### src/rtl/apb_master_if.sv
// APB bus bundle: the master drives the address/control/data side, the slave answers.
interface apb_if;
    logic [31:0] addr;
    logic        sel;
    logic        enable;
    logic        write;
    logic [31:0] wdata;
    logic [3:0]  strb;
    logic        ready;
    logic        slverr;
    logic [31:0] rdata;

    modport master (
        output addr, sel, enable, write, wdata, strb,
        input  ready, slverr, rdata
    );

    modport slave (
        input  addr, sel, enable, write, wdata, strb,
        output ready, slverr, rdata
    );
endinterface

### src/rtl/apb_master.sv
// Single-outstanding APB master: request/response handshakes on the user side,
// SETUP/ACCESS sequencing with an optional ACCESS-phase timeout on the bus side.
module apb_master #(
    parameter int unsigned TIMEOUT_CYCLES = 16
) (
    input  logic        clk,
    input  logic        rst_n,
    input  logic        req_valid,
    output logic        req_ready,
    input  logic        req_write,
    input  logic [31:0] req_addr,
    input  logic [31:0] req_wdata,
    input  logic [3:0]  req_strb,
    output logic        rsp_valid,
    input  logic        rsp_ready,
    output logic [31:0] rsp_rdata,
    output logic        rsp_err,
    output logic        rsp_timeout,
    apb_if.master       apb
);
    localparam int unsigned CNT_W = (TIMEOUT_CYCLES == 0) ? 1 : $clog2(TIMEOUT_CYCLES + 1);

    typedef enum logic [1:0] {
        S_IDLE,
        S_SETUP,
        S_ACCESS,
        S_RESP
    } state_t;

    state_t             r_state;
    state_t             w_state_nxt;
    logic               r_write;
    logic [31:0]        r_addr;
    logic [31:0]        r_wdata;
    logic [3:0]         r_strb;
    logic [CNT_W-1:0]   r_wait_cnt;
    logic [31:0]        r_rdata;
    logic               r_err;
    logic               r_timeout;
    logic               w_timeout;

    // A ready slave in the same cycle always wins over the timeout.
    assign w_timeout = (TIMEOUT_CYCLES != 0) && !apb.ready
                       && (r_wait_cnt == CNT_W'(TIMEOUT_CYCLES));

    always_comb begin
        w_state_nxt = r_state;
        req_ready   = 1'b0;
        rsp_valid   = 1'b0;
        apb.sel     = 1'b0;
        apb.enable  = 1'b0;
        case (r_state)
            S_IDLE: begin
                req_ready = 1'b1;
                if (req_valid) begin
                    w_state_nxt = S_SETUP;
                end
            end
            S_SETUP: begin
                apb.sel     = 1'b1;
                w_state_nxt = S_ACCESS;
            end
            S_ACCESS: begin
                apb.sel    = 1'b1;
                apb.enable = 1'b1;
                if (apb.ready || w_timeout) begin
                    w_state_nxt = S_RESP;
                end
            end
            S_RESP: begin
                rsp_valid = 1'b1;
                if (rsp_ready) begin
                    w_state_nxt = S_IDLE;
                end
            end
            default: w_state_nxt = S_IDLE;
        endcase
    end

    always_ff @(posedge clk or negedge rst_n) begin
        if (!rst_n) begin
            r_state <= S_IDLE;
        end else begin
            r_state <= w_state_nxt;
        end
    end

    always_ff @(posedge clk or negedge rst_n) begin
        if (!rst_n) begin
            r_write    <= 1'b0;
            r_addr     <= '0;
            r_wdata    <= '0;
            r_strb     <= '0;
            r_wait_cnt <= '0;
            r_rdata    <= '0;
            r_err      <= 1'b0;
            r_timeout  <= 1'b0;
        end else begin
            case (r_state)
                S_IDLE: begin
                    if (req_valid) begin
                        r_write <= req_write;
                        r_addr  <= req_addr;
                        r_wdata <= req_write ? req_wdata : '0;
                        r_strb  <= req_write ? req_strb  : '0;
                    end
                end
                S_SETUP: begin
                    r_wait_cnt <= '0;
                end
                S_ACCESS: begin
                    if (apb.ready) begin
                        r_rdata   <= r_write ? '0 : apb.rdata;
                        r_err     <= apb.slverr;
                        r_timeout <= 1'b0;
                    end else if (w_timeout) begin
                        r_rdata   <= '0;
                        r_err     <= 1'b1;
                        r_timeout <= 1'b1;
                    end else if (r_wait_cnt != '1) begin
                        r_wait_cnt <= r_wait_cnt + 1'b1;
                    end
                end
                default: ;
            endcase
        end
    end

    assign apb.addr    = r_addr;
    assign apb.write   = r_write;
    assign apb.wdata   = r_wdata;
    assign apb.strb    = r_strb;
    assign rsp_rdata   = r_rdata;
    assign rsp_err     = r_err;
    assign rsp_timeout = r_timeout;
endmodule

### src/flat_wrapper.sv
// flat-port wrapper written by rule: the top's interface ports become plain ports
module apb_master_flat 
#(
    parameter int unsigned TIMEOUT_CYCLES = 16
)
  (clk, rst_n, req_valid, req_ready, req_write, req_addr, req_wdata, req_strb, rsp_valid, rsp_ready, rsp_rdata, rsp_err, rsp_timeout, apb_addr, apb_sel, apb_enable, apb_write, apb_wdata, apb_strb, apb_ready, apb_slverr, apb_rdata);
  apb_if apb_i ();
  input  logic clk;
  input  logic rst_n;
  input  logic req_valid;
  output logic req_ready;
  input  logic req_write;
  input  logic [31:0] req_addr;
  input  logic [31:0] req_wdata;
  input  logic [3:0] req_strb;
  output logic rsp_valid;
  input  logic rsp_ready;
  output logic [31:0] rsp_rdata;
  output logic rsp_err;
  output logic rsp_timeout;
  output wire logic [$bits(apb_i.addr)-1:0] apb_addr;
  output wire logic [$bits(apb_i.sel)-1:0] apb_sel;
  output wire logic [$bits(apb_i.enable)-1:0] apb_enable;
  output wire logic [$bits(apb_i.write)-1:0] apb_write;
  output wire logic [$bits(apb_i.wdata)-1:0] apb_wdata;
  output wire logic [$bits(apb_i.strb)-1:0] apb_strb;
  input wire logic [$bits(apb_i.ready)-1:0] apb_ready;
  input wire logic [$bits(apb_i.slverr)-1:0] apb_slverr;
  input wire logic [$bits(apb_i.rdata)-1:0] apb_rdata;
  assign apb_addr = apb_i.addr;
  assign apb_sel = apb_i.sel;
  assign apb_enable = apb_i.enable;
  assign apb_write = apb_i.write;
  assign apb_wdata = apb_i.wdata;
  assign apb_strb = apb_i.strb;
  assign apb_i.ready = apb_ready;
  assign apb_i.slverr = apb_slverr;
  assign apb_i.rdata = apb_rdata;
  apb_master #(.TIMEOUT_CYCLES(TIMEOUT_CYCLES)) u_core (.clk(clk), .rst_n(rst_n), .req_valid(req_valid), .req_ready(req_ready), .req_write(req_write), .req_addr(req_addr), .req_wdata(req_wdata), .req_strb(req_strb), .rsp_valid(rsp_valid), .rsp_ready(rsp_ready), .rsp_rdata(rsp_rdata), .rsp_err(rsp_err), .rsp_timeout(rsp_timeout), .apb(apb_i));
endmodule
### config.mk
export PLATFORM = sky130hd
export DESIGN_NAME = apb_master_flat
export DESIGN_NICKNAME = d
export VERILOG_FILES = /design/src/rtl/apb_master_if.sv /design/src/rtl/apb_master.sv /design/src/flat_wrapper.sv
export SDC_FILE = /design/constraint.sdc
export NUM_CORES = 1
export LEC_CHECK = 0
export ABC_AREA = 1
export CAP_MARGIN = 20
export CORE_MARGIN = 2
export CORE_UTILIZATION = 43
export CTS_BUF_LIST = sky130_fd_sc_hd__clkbuf_8
export DETAILED_ROUTE_END_ITERATION = 8
export GPL_TIMING_DRIVEN = 0
export MAX_ROUTING_LAYER = met4
export PLACE_DENSITY = 0.89
export REMOVE_ABC_BUFFERS = 1
export SLEW_MARGIN = 20
export SYNTH_ARGS = -nofsm -noshare
export SYNTH_HDL_FRONTEND = slang
export SYNTH_SLANG_ARGS = --single-unit
### constraint.sdc
create_clock -name clk -period 1.84 [get_ports clk]
set_clock_uncertainty 0.15 [all_clocks]
set_input_delay 0.368 -clock clk [delete_from_list [all_inputs] [get_ports clk]]
set_output_delay 0.368 -clock clk [all_outputs]
set_load 0.05 [all_outputs]
Word-level counts from Yosys, hierarchy flattened
Index checks and enable logic that the tools add are counted.
{"block": "op_classes", "n_reduce_logical": 11, "eq_ne": 11, "n_mux": 20, "add_sub_neg": 1}
{"operator": "$mux W32", "count": 4}
{"operator": "$mux W5", "count": 3}
{"operator": "$pmux W5 S2", "count": 1}
{"operator": "$ne A2 B2 Y1 const B", "count": 4}
{"operator": "$pmux W2 S4", "count": 1}
{"operator": "$mux W1", "count": 7}
{"operator": "$mux W2", "count": 3}
{"operator": "$add A5 B1 Y5 const B", "count": 1}
{"operator": "$eq A5 B5 Y1 const B", "count": 1}
{"operator": "$ne A5 B5 Y1 const B", "count": 1}
{"operator": "$eq A2 B2 Y1 const B", "count": 2}
{"operator": "$mux W4", "count": 1}
{"operator": "$ne A2 B1 Y1 const B", "count": 2}
{"operator": "$reduce_and A2 Y1", "count": 2}
{"operator": "$reduce_and A4 Y1", "count": 1}
{"operator": "$reduce_bool A2 Y1", "count": 2}
{"operator": "$reduce_and A3 Y1", "count": 1}
{"operator": "$eq A2 B1 Y1 const B", "count": 1}
{"operator": "$logic_not A2 Y1", "count": 1}
{"operator": "$reduce_or A2 Y1", "count": 1}
{"operator": "$logic_and A1 B1 Y1", "count": 1}
{"operator": "$logic_not A1 Y1", "count": 1}
{"operator": "$logic_or A1 B1 Y1", "count": 1}
{"block": "totals", "word_cells": 52, "regBits": 110, "in_bits": 107, "out_inout_bits": 107}

Depth between registers and ports, before layout
Gate-level depths: netlist (run 1).
{"block": "logic_depth", "depth_word": 5, "ltp_mapped": 10, "ltp_nobuf": 10}

Least setup slack after synthesis (run 1)
Ideal clock, no wire load.
{"block": "synth_path", "path_kind": "register to register", "from": "register u_core.r_state[0]", "to": "register u_core.r_strb[0], in the netlist u_core.apb.strb[0]", "t_arrival_ps": 1685, "period_less_slack_ps": 1968, "stages_incl_launch_ff": 8, "setup_slack_ps": -128, "setup_time_ps": 133, "path_buffers": 2, "required_time_ps": 1557, "cell_sequence": "dfrtp_1 inv_1 ha_1 nand2_1 buf_4 buf_4 nand2_1 o21ai_0"}
{"block": "synth_via", "elab_chain_cells": 2}
{"item": "start: declaration", "line_no": "apb_master.sv:30", "source": "state_t r_state;"}
{"item": "start signal: assignment", "line_no": "apb_master.sv:84", "source": "r_state <= w_state_nxt;"}
{"item": "$logic_not A2 Y1", "line_no": "apb_master.sv:99", "source": "case (r_state)"}
{"item": "$reduce_and A2 Y1 (no source line)"}
{"item": "end signal: assignment", "line_no": "apb_master.sv:105", "source": "r_strb <= req_write ? req_strb : '0;"}
{"item": "end: declaration", "line_no": "apb_master.sv:35", "source": "logic [3:0] r_strb;"}
Every way passes these cells.
A chain may end at the register's enable or synchronous reset.

Worst setup path in the final report (run 1)
{"block": "layout_path", "from": "register u_core.r_state[0]", "to": "output apb_sel"}
{"block": "layout_via", "elab_chain_cells": 3, "word_cells_on_any_way": 4, "cone_classes": "2 x eq/ne; 1 x mux; 1 x reduce/logical"}
{"item": "$eq A2 B1 Y1 or $eq A2 B2 Y1 (tied branches)", "line_no": "apb_master.sv:52", "source": "case (r_state)"}
{"item": "$reduce_or A2 Y1 (no source line) *"}
{"item": "$mux W1 *", "line_no": "apb_master.sv:52"}
{"item": "end: declaration", "line_no": "flat_wrapper.sv:22", "source": "output wire logic [$bits(apb_i.sel)-1:0] apb_sel;"}
Every way passes the cells marked *; elsewhere a longest branch is shown, timed or not.

==> results.txt, run 1 <==
area occupied by multi-input gates: 0.00173 mm2
top_reg_cell synth: dfrtp_1
critical path's top delay family: flip-flops
maxcap violations: 0
layout cells sized above 1: 9.56%
CTS sink count: 110
status: complete, but fails checks
Post-synth EDFFs: 0
Synth warnings: 0
DRC viols: 0
max-slew violation count: 0
CP Cell Sequence: inv_2 -> ha_4 -> buf_8
initial antenna violation count: 0
pin slew with the least headroom to its limit: 0.657 ns
CTS tree: yes
Core Area: 0.0103 mm2
pin count of the biggest net entering global routing: 58
CTS clk-pin slew, worst paths: 0.11 ns
Synth area leader: dfrtp_1
Worst EP required: 1.32 ns
total CTS buffers: 9
hold_sp: u_core.apb.addr[14]
worst skew pair latency: 0.35 ns
fin crit period: 1.85 ns
via count: 4350
Die W: 107 um
sequential share of the synthesized area: 60.1%
Crit path largest cell delay: 0.45 ns
I/O Pins: 214
Placed Instances: 838
Layout Cells excl Fill: 879
CP max-delay cell: dfrtp_1
Setup CP Type: flop to primary output
Buf/Inv on CP: 2
Power Density: 1890 mW/mm2
f_max: 539 MHz
first-pass GRT wire length: 20700 um
CTS root buf: clkbuf_8
Cells on Worst Hold Path: 2
RR Startpoint: u_core.r_state[0]
FF-to-FF End: u_core.rsp_rdata[14]
FF+latch count, synth: 110
syn avg cell area: 8.90 um2
Antenna Nets Post-Route: 0
Fin. Hold Viols: 0
Worst Hold End: u_core.apb.addr[14]
H-tree levels: 3
Row Count: 37
clk buf depth: 2
nets: 853
antenna diode count: 0
gpl congestion: 0.851
final setup vio count: 1
R2R Setup Slk: 0.07 ns
initial DRC count: 266
RSZ-0062 raised after global routing: yes
Tot GR Track Use: 23.5%
Async S/R FF share, synth: 100%
top cells by count, synth: nand2_1, dfrtp_1, o21ai_0
most instantiated library cell after synthesis: nand2_1
hold slack: 0.332 ns
maximum VDD drop: 0.979 mV
post-DR wirelength/cell: 15.5 um
Lkg Pwr: 3.71 nW
Overflow after GRT: 0
die height: 107 um
crit path max fanout: 4
Synth-to-Final Area Change: 57.9%
Hold Crit Class: flop to flop
IO Port Bufs: 213
Mapped Area: 0.00458 mm2
top cells by area, synth: dfrtp_1, nand2_1, o21ai_0
Register Area: 0.00275 mm2
Post-Syn Instances: 515
Final WS setup: -0.0143 ns
Setup crit end kind: primary output
failing checks: setup timing
Worst Setup Start Kind: flop
DP Wirelength: 8870 um
die footprint: 0.0115 mm2
Period Utilization, post-route: 101%
Distinct cells, synth: 19
vias in the first global route: 4406
Fillers: 798
Synth top area share: 60.1%
Initial Util: 44.4%
CP Data Arrival Time: 1.34 ns
r2r worst-path depth: 8
First-pass DRT Iterations: 6
routed vias/inst: 4.95
normalized max-slew margin: 56.2%
total wire length: 13600 um
-- layout make-up --
| class | count | area share, % |
|---|---|---|
| Timing Repair inverter | 1 | 0.104 |
| Timing Repair Buffer | 235 | 32.0 |
| Clock inverter | 6 | 0.968 |
| Inverter | 13 | 0.726 |
| Tap cell | 136 | 2.35 |
| Clock buffer | 10 | 1.90 |
| Multi-Input combinational cell | 368 | 23.9 |
| Sequential cell | 110 | 38.1 |
-- worst max path at each step --
stage	end	from	cells after the start	slack, ns
after floorplan	u_core.apb.addr[0]	u_core.r_state[0]	6	-1.97
after global placement	u_core.apb.addr[4]	rst_n	1	-3.75
after detailed placement	u_core.rsp_rdata[0]	u_core.r_state[0]	6	-0.94
after CTS	apb_enable	u_core.r_state[0]	3	-0.11
after global routing	apb_sel	u_core.r_state[0]	3	-0.06
final	apb_sel	u_core.r_state[0]	3	-0.01
-- worst reg2reg max path, delay by kind of cell (launching register included) --
kind	cells	cell delay, ns
and+or+nand+nor	4	0.46
DFF	1	0.45
adders and majority gates	1	0.18
buffers and inverters	3	0.47
-- power breakdown --
| group | switching (W) | internal (W) | total (W) |
|---|---|---|---|
| registers | 0.000608 | 0.00345 | 0.00406 |
| logic | 0.00577 | 0.00236 | 0.00813 |
| clock network | 0.000814 | 0.000678 | 0.00149 |
-- timing repair --
| item | CTS | global route |
|---|---|---|
| pin swaps | 2 | 4 |
| resized for setup | 142 | 54 |
| endpoints found under the hold margin | 53 | 0 |
| setup endpoints to repair | 174 | 117 |
| hold buffers | 1 | 0 |
| setup buffers | 11 | 6 |
| cloned | 3 | 4 |
-- cells by family (layout without fill, tap and decap cells) --
logic type | Yosys count | in the layout | synth area share, %
buffers and inverters | 41 | 265 | 4.61
adders and majority gates | 8 | 8 | 2.18
and+or+nand+nor | 318 | 322 | 29.0
AOI/OAI and AO/OA | 38 | 38 | 4.15
DFF | 110 | 110 | 60.1
-- placed cells by master (no fill, tap or decap), drive strengths merged --
| master | n |
|---|---|
| buf | 25 |
| bufbuf | 1 |
| bufinv | 1 |
| clkbuf | 14 |
| clkdlybuf4s15 | 40 |
| clkdlybuf4s50 | 104 |
| clkinv | 4 |
| clkinvlp | 2 |
| dfrtp | 110 |
| dlygate4sd2 | 60 |
| dlygate4sd3 | 1 |
| ha | 8 |
| inv | 13 |
| nand2 | 266 |
| nand3 | 43 |
| nand4 | 6 |
| nor2 | 5 |
| nor3b | 1 |
| o21ai | 38 |
| or2 | 1 |
-- sequential cells by signal (all words and copies together) (netlist names) --
register / count
u_core.r_state: 2
u_core.apb.addr: 32
u_core.apb.write: 1
u_core.r_wait_cnt: 5
u_core.rsp_err: 1
u_core.rsp_rdata: 32
u_core.rsp_timeout: 1
u_core.apb.strb: 4
u_core.apb.wdata: 32
-- per-stage QoR --
stage               TNS, ns  utilization [%]  setup slack [ns]  cell area (um2)  power (W)
floorplan           -133.20                -             -1.97             4420    0.00920
global placement    -597.67             65.1             -3.75             6720     0.0120
detailed placement   -55.05             65.7            -0.944             6780     0.0122
CTS                  -0.318             68.2            -0.108             7050     0.0133
global route         -0.137             70.1           -0.0615             7240     0.0144
finish              -0.0143             70.1           -0.0143             7240     0.0137
-- per-layer routing --
| metal | wire [um] | GRT usage, % | vias up |
|---|---|---|---|
| li1 | - | - | 2067 |
| met1 | 5380 | 27.3 | 2055 |
| met2 | 6890 | 40.6 | 206 |
| met3 | 1070 | 4.92 | 22 |
| met4 | 272 | 8.16 | 0 |
| met5 | 0 | - | - |
Note: power is estimated with default switching activity, not from simulation.
==> inputs of run 2 (changes only) <==
clock period = 2.3 ns   (was 1.84 ns; I/O delays follow)
==> results.txt, run 2 (synthesis gave the netlist of run 1 again) <==
Period Utilization, post-route: 95.3%
Power Density: 1550 mW/mm2
layout cells sized above 1: 6.20%
first-pass GRT wire length: 20000 um
r2r worst-path depth: 8
Setup CP Type: flop to primary output
total wire length: 12500 um
Fillers: 784
Worst Setup Start Kind: flop
CP Data Arrival Time: 1.58 ns
Setup WS pre-CTS: -0.486 ns
Worst EP required: 1.69 ns
maxcap violations: 0
critical path's top delay family: buffers and inverters
Hold Crit Class: flop to flop
f_max: 456 MHz
final instance area: 0.00709 mm2
Worst Hold End: u_core.apb.addr[18]
crit path launch: u_core.apb.addr[11]
CTS tree: yes
CP Cell Sequence: clkdlybuf4s50_1
vias in the first global route: 4317
Tot GR Track Use: 22.5%
Antenna Nets Post-Route: 0
final setup vio count: 0
total CTS buffers: 9
FF-to-FF End: u_core.apb.addr[3]
hold_sp: u_core.apb.addr[18]
pin count of the biggest net entering global routing: 70
commonest non-fill, non-tap cell in the layout: nand2_1
Fin. Hold Viols: 0
Lkg Pwr: 3.39 nW
First-pass DRT Iterations: 6
fin crit period: 2.19 ns
post-DR wirelength/cell: 14.5 um
H-tree levels: 3
Synth-to-Final Area Change: 54.7%
DRC viols: 0
IO Port Bufs: 213
R2R Setup Slk: 0.15 ns
CP max-delay cell: clkdlybuf4s50_1
routed vias/inst: 4.88
crit path max fanout: 2
Cells on Worst Hold Path: 2
Net Sw Frac: 50.9%
Buf/Inv on CP: 1
pin slew with the least headroom to its limit: 0.660 ns
initial DRC count: 245
status: finished, final reports clean
I/O Pins: 214
Util after Layout: 68.6%
setup TNS: 0 ns
initial antenna violation count: 0
nets: 836
clk buf depth: 2
DP Wirelength: 8870 um
Final WS setup: 0.107 ns
Overflow after GRT: 0
max-slew violation count: 0
die footprint: 0.0115 mm2
Initial Util: 44.4%
most frequent cells in the layout: nand2_1, clkdlybuf4s50_1, dfrtp_1
CTS clk-pin slew, worst paths: 0.11 ns
RR Startpoint: u_core.r_state[0]
Placed Area: 0.00678 mm2
Int Pwr: 0.00540 W
CTS sink count: 110
Reg power frac: 29.6%
CTS root buf: clkbuf_8
maximum VDD drop: 0.836 mV
sw power: 0.00560 W
antenna diode count: 0
Comb pwr share: 59.6%
Crit path largest cell delay: 0.84 ns
Clock power frac: 10.8%
die height: 107 um
gpl congestion: 0.851
RSZ-0062 raised after global routing: yes
Setup crit end kind: primary output
worst skew pair latency: 0.35 ns
Row Count: 37
normalized max-slew margin: 56.0%
via count: 4206
Core Area: 0.0103 mm2
Die W: 107 um
## run 2: cell count changes in the layout (fill, tap and decap cells not counted), moves of 3 or more
cell / previous run / this run
clkdlybuf4s50_1: 104 / 206
dlygate4sd2_1: 60 / 2
clkdlybuf4s15_1: 40 / 0
buf_4: 16 / 3
buf_8: 3 / 0
## run 2: worst max-delay path by stage
stage                                     to  slack (ns)  cells after the start
after floorplan           u_core.apb.addr[0]       -1.51                      6
after global placement    u_core.apb.addr[4]       -3.38                      1
after detailed placement  u_core.apb.addr[7]       -0.49                      6
after CTS                         apb_enable       -0.03                      3
after global routing      u_core.apb.addr[7]       -0.02                      8
final                           apb_addr[11]        0.11                      1
## run 2: final cells by class
cell class / count / area (um2) / area share (%)
Clock buffer: 10 / 138 / 1.94
Clock inverter: 6 / 70.1 / 0.989
Inverter: 13 / 52.6 / 0.742
Multi-Input combinational cell: 365 / 1640 / 23.2
Sequential cell: 110 / 2750 / 38.8
Tap cell: 136 / 170 / 2.40
Timing Repair Buffer: 221 / 2250 / 31.8
Timing Repair inverter: 1 / 7.51 / 0.106
## run 2: per-layer routing
| layer | up-vias | share of wire (%) | track usage (%) |
|---|---|---|---|
| met5 | - | 0 | - |
| met4 | 0 | 1.8 | 7.42 |
| met3 | 20 | 7.6 | 5.05 |
| met2 | 187 | 50 | 38.1 |
| met1 | 1970 | 41 | 26.8 |
| li1 | 2029 | - | - |
## run 2: timing repair
item                                    CTS  global route
pin swaps                                 1             0
resized for setup                        16             4
hold endpoints to repair                 53             0
setup buffers                             3             2
hold buffers                              1             0
endpoints found under the setup margin   69            35
gates cloned                              2             0
## run 2: power groups by stage
stage | combinational [W] | sequential (W) | clock, W
floorplan | 0.00135 | 0.00601 | 0
global placement | 0.00634 | 0.00322 | 0
detailed placement | 0.00649 | 0.00327 | 0
CTS | 0.00654 | 0.00325 | 0.00123
global route | 0.00692 | 0.00335 | 0.00131
finish | 0.00656 | 0.00326 | 0.00118
## run 2: per-stage QoR
| step | total power, W | instances | hold WS (ns) |
|---|---|---|---|
| detailed placement | 0.00976 | 838 | 0.296 |
| global placement | 0.00957 | 836 | 0.311 |
| CTS | 0.0110 | 860 | 0.342 |
| global route | 0.0116 | 862 | 0.350 |
| finish | 0.0110 | 862 | 0.340 |
| floorplan | 0.00736 | 487 | 0.0144 |
==> inputs of run 3 (changes only) <==
PLACE_DENSITY = 0.83   (was 0.89)
==> results.txt, run 3 (synthesis gave the netlist of run 1 again) <==
status: finished, final reports clean
first-pass GRT wire length: 19700 um
Initial Util: 44.4%
CTS sink count: 110
I/O Pins: 214
IO Port Bufs: 213
commonest non-fill, non-tap cell in the layout: nand2_1
Final WS setup: 0.0634 ns
die footprint: 0.0115 mm2
initial DRC count: 282
Overflow after GRT: 0
antenna diode count: 0
Clock power frac: 9.7%
gpl congestion: 0.807
DRC viols: 0
Reg power frac: 30.0%
Fin. Hold Viols: 0
CTS root buf: clkbuf_8
Lkg Pwr: 3.37 nW
total CTS buffers: 9
CP Data Arrival Time: 1.63 ns
clk buf depth: 2
Int Pwr: 0.00529 W
Setup CP Type: flop to primary output
Synth-to-Final Area Change: 54.2%
Period Utilization, post-route: 97.2%
Hold Crit Class: flop to flop
Core Area: 0.0103 mm2
H-tree levels: 3
die height: 107 um
worst skew pair latency: 0.35 ns
normalized max-slew margin: 57.8%
Worst Setup Start Kind: flop
most frequent cells in the layout: nand2_1, clkdlybuf4s50_1, dfrtp_1
Row Count: 37
DP Wirelength: 8650 um
final setup vio count: 0
RSZ-0062 raised after global routing: yes
Power Density: 1540 mW/mm2
Comb pwr share: 60.3%
CTS tree: yes
Setup WS pre-CTS: -0.466 ns
pin count of the biggest net entering global routing: 76
pin slew with the least headroom to its limit: 0.634 ns
vias in the first global route: 4109
sw power: 0.00557 W
Tot GR Track Use: 22.1%
First-pass DRT Iterations: 4
Setup crit end kind: primary output
initial antenna violation count: 0
max-slew violation count: 0
via count: 4155
maximum VDD drop: 0.943 mV
post-DR wirelength/cell: 14.4 um
Fillers: 809
CTS clk-pin slew, worst paths: 0.10 ns
Util after Layout: 68.5%
fin crit period: 2.24 ns
layout cells sized above 1: 5.66%
Antenna Nets Post-Route: 0
nets: 834
crit path max fanout: 4
total wire length: 12400 um
maxcap violations: 0
Net Sw Frac: 51.3%
Worst EP required: 1.69 ns
routed vias/inst: 4.83
f_max: 447 MHz
Die W: 107 um
run 3: changes by cell type in the layout (fill, tap and decap cells not counted), sizes merged:
cell           before  now
buf                 9    7
bufinv              1    0
clkbuf             11   10
clkdlybuf4s15       1    2
clkinv              4    0
clkinvlp            2    5
inv                13   15
run 3: layout make-up:
type | count | area (um2) | area share (%)
repair buffers | 219 | 2250 | 31.9
well taps | 136 | 170 | 2.41
multi-input cells | 365 | 1650 | 23.4
clock inverters | 6 | 38.8 | 0.549
clock buffers | 10 | 138 | 1.95
repair inverters | 1 | 7.51 | 0.106
flip-flops and latches | 110 | 2750 | 39.0
inverters | 13 | 52.6 | 0.744
run 3: routing by layer:
| layer | GRT usage (%) | routed length, um | vias up |
|---|---|---|---|
| met5 | - | 0 | - |
| met4 | 7.14 | 195 | 0 |
| met3 | 4.80 | 922 | 19 |
| met2 | 36.3 | 6140 | 165 |
| met1 | 27.3 | 5110 | 1940 |
| li1 | - | - | 2031 |
run 3: power by group through the flow:
stage               registers [W]  clock network (W)  logic (W)
global placement          0.00322                  0    0.00636
CTS                       0.00325            0.00110    0.00651
global route              0.00336            0.00117    0.00692
floorplan                 0.00601                  0    0.00135
detailed placement        0.00327                  0    0.00648
finish                    0.00325            0.00106    0.00655
run 3: worst paths after layout:
check | start | to | slack, ns | cells past startpoint
worst max-delay path | u_core.r_state[1] | apb_sel | 0.06 | 3
worst min-delay path | u_core.apb.addr[11] | u_core.apb.addr[11] | 0.34 | 2
worst max register to register | u_core.r_state[0] | u_core.apb.write | 0.13 | 8
worst min register to register | u_core.apb.addr[11] | u_core.apb.addr[11] | 0.34 | 2
max in group asynchronous | rst_n | u_core.apb.wdata[28] | 0.89 | 3
min in group asynchronous | rst_n | u_core.rsp_rdata[11] | 0.46 | 2
run 3: critical path: stages (launching register included):
cell and delay [ns]:
dfrtp_1 0.47, inv_1 0.11, ha_1 0.31, clkdlybuf4s15_2 0.38
run 3: timing repair:
action,4_1_cts,5_1_grt
setup buffers,0,3
pin swaps,1,1
hold endpoints to repair,52,0
setup endpoints to repair,69,40
gates cloned,2,0
gates resized for setup,16,2
hold buffers,1,0
run 3: stage by stage:
stage / power, W / std cells / area (um2) / TNS [ns] / hold slack [ns]
floorplan: 0.00736 / 487 / 4420 / -85.47 / 0.0144
global placement: 0.00958 / 836 / 6720 / -526.52 / 0.312
detailed placement: 0.00975 / 838 / 6780 / -24.32 / 0.286
CTS: 0.0109 / 857 / 7000 / -0.0152 / 0.345
global route: 0.0114 / 860 / 7070 / -0.0537 / 0.367
finish: 0.0109 / 860 / 7070 / 0 / 0.339
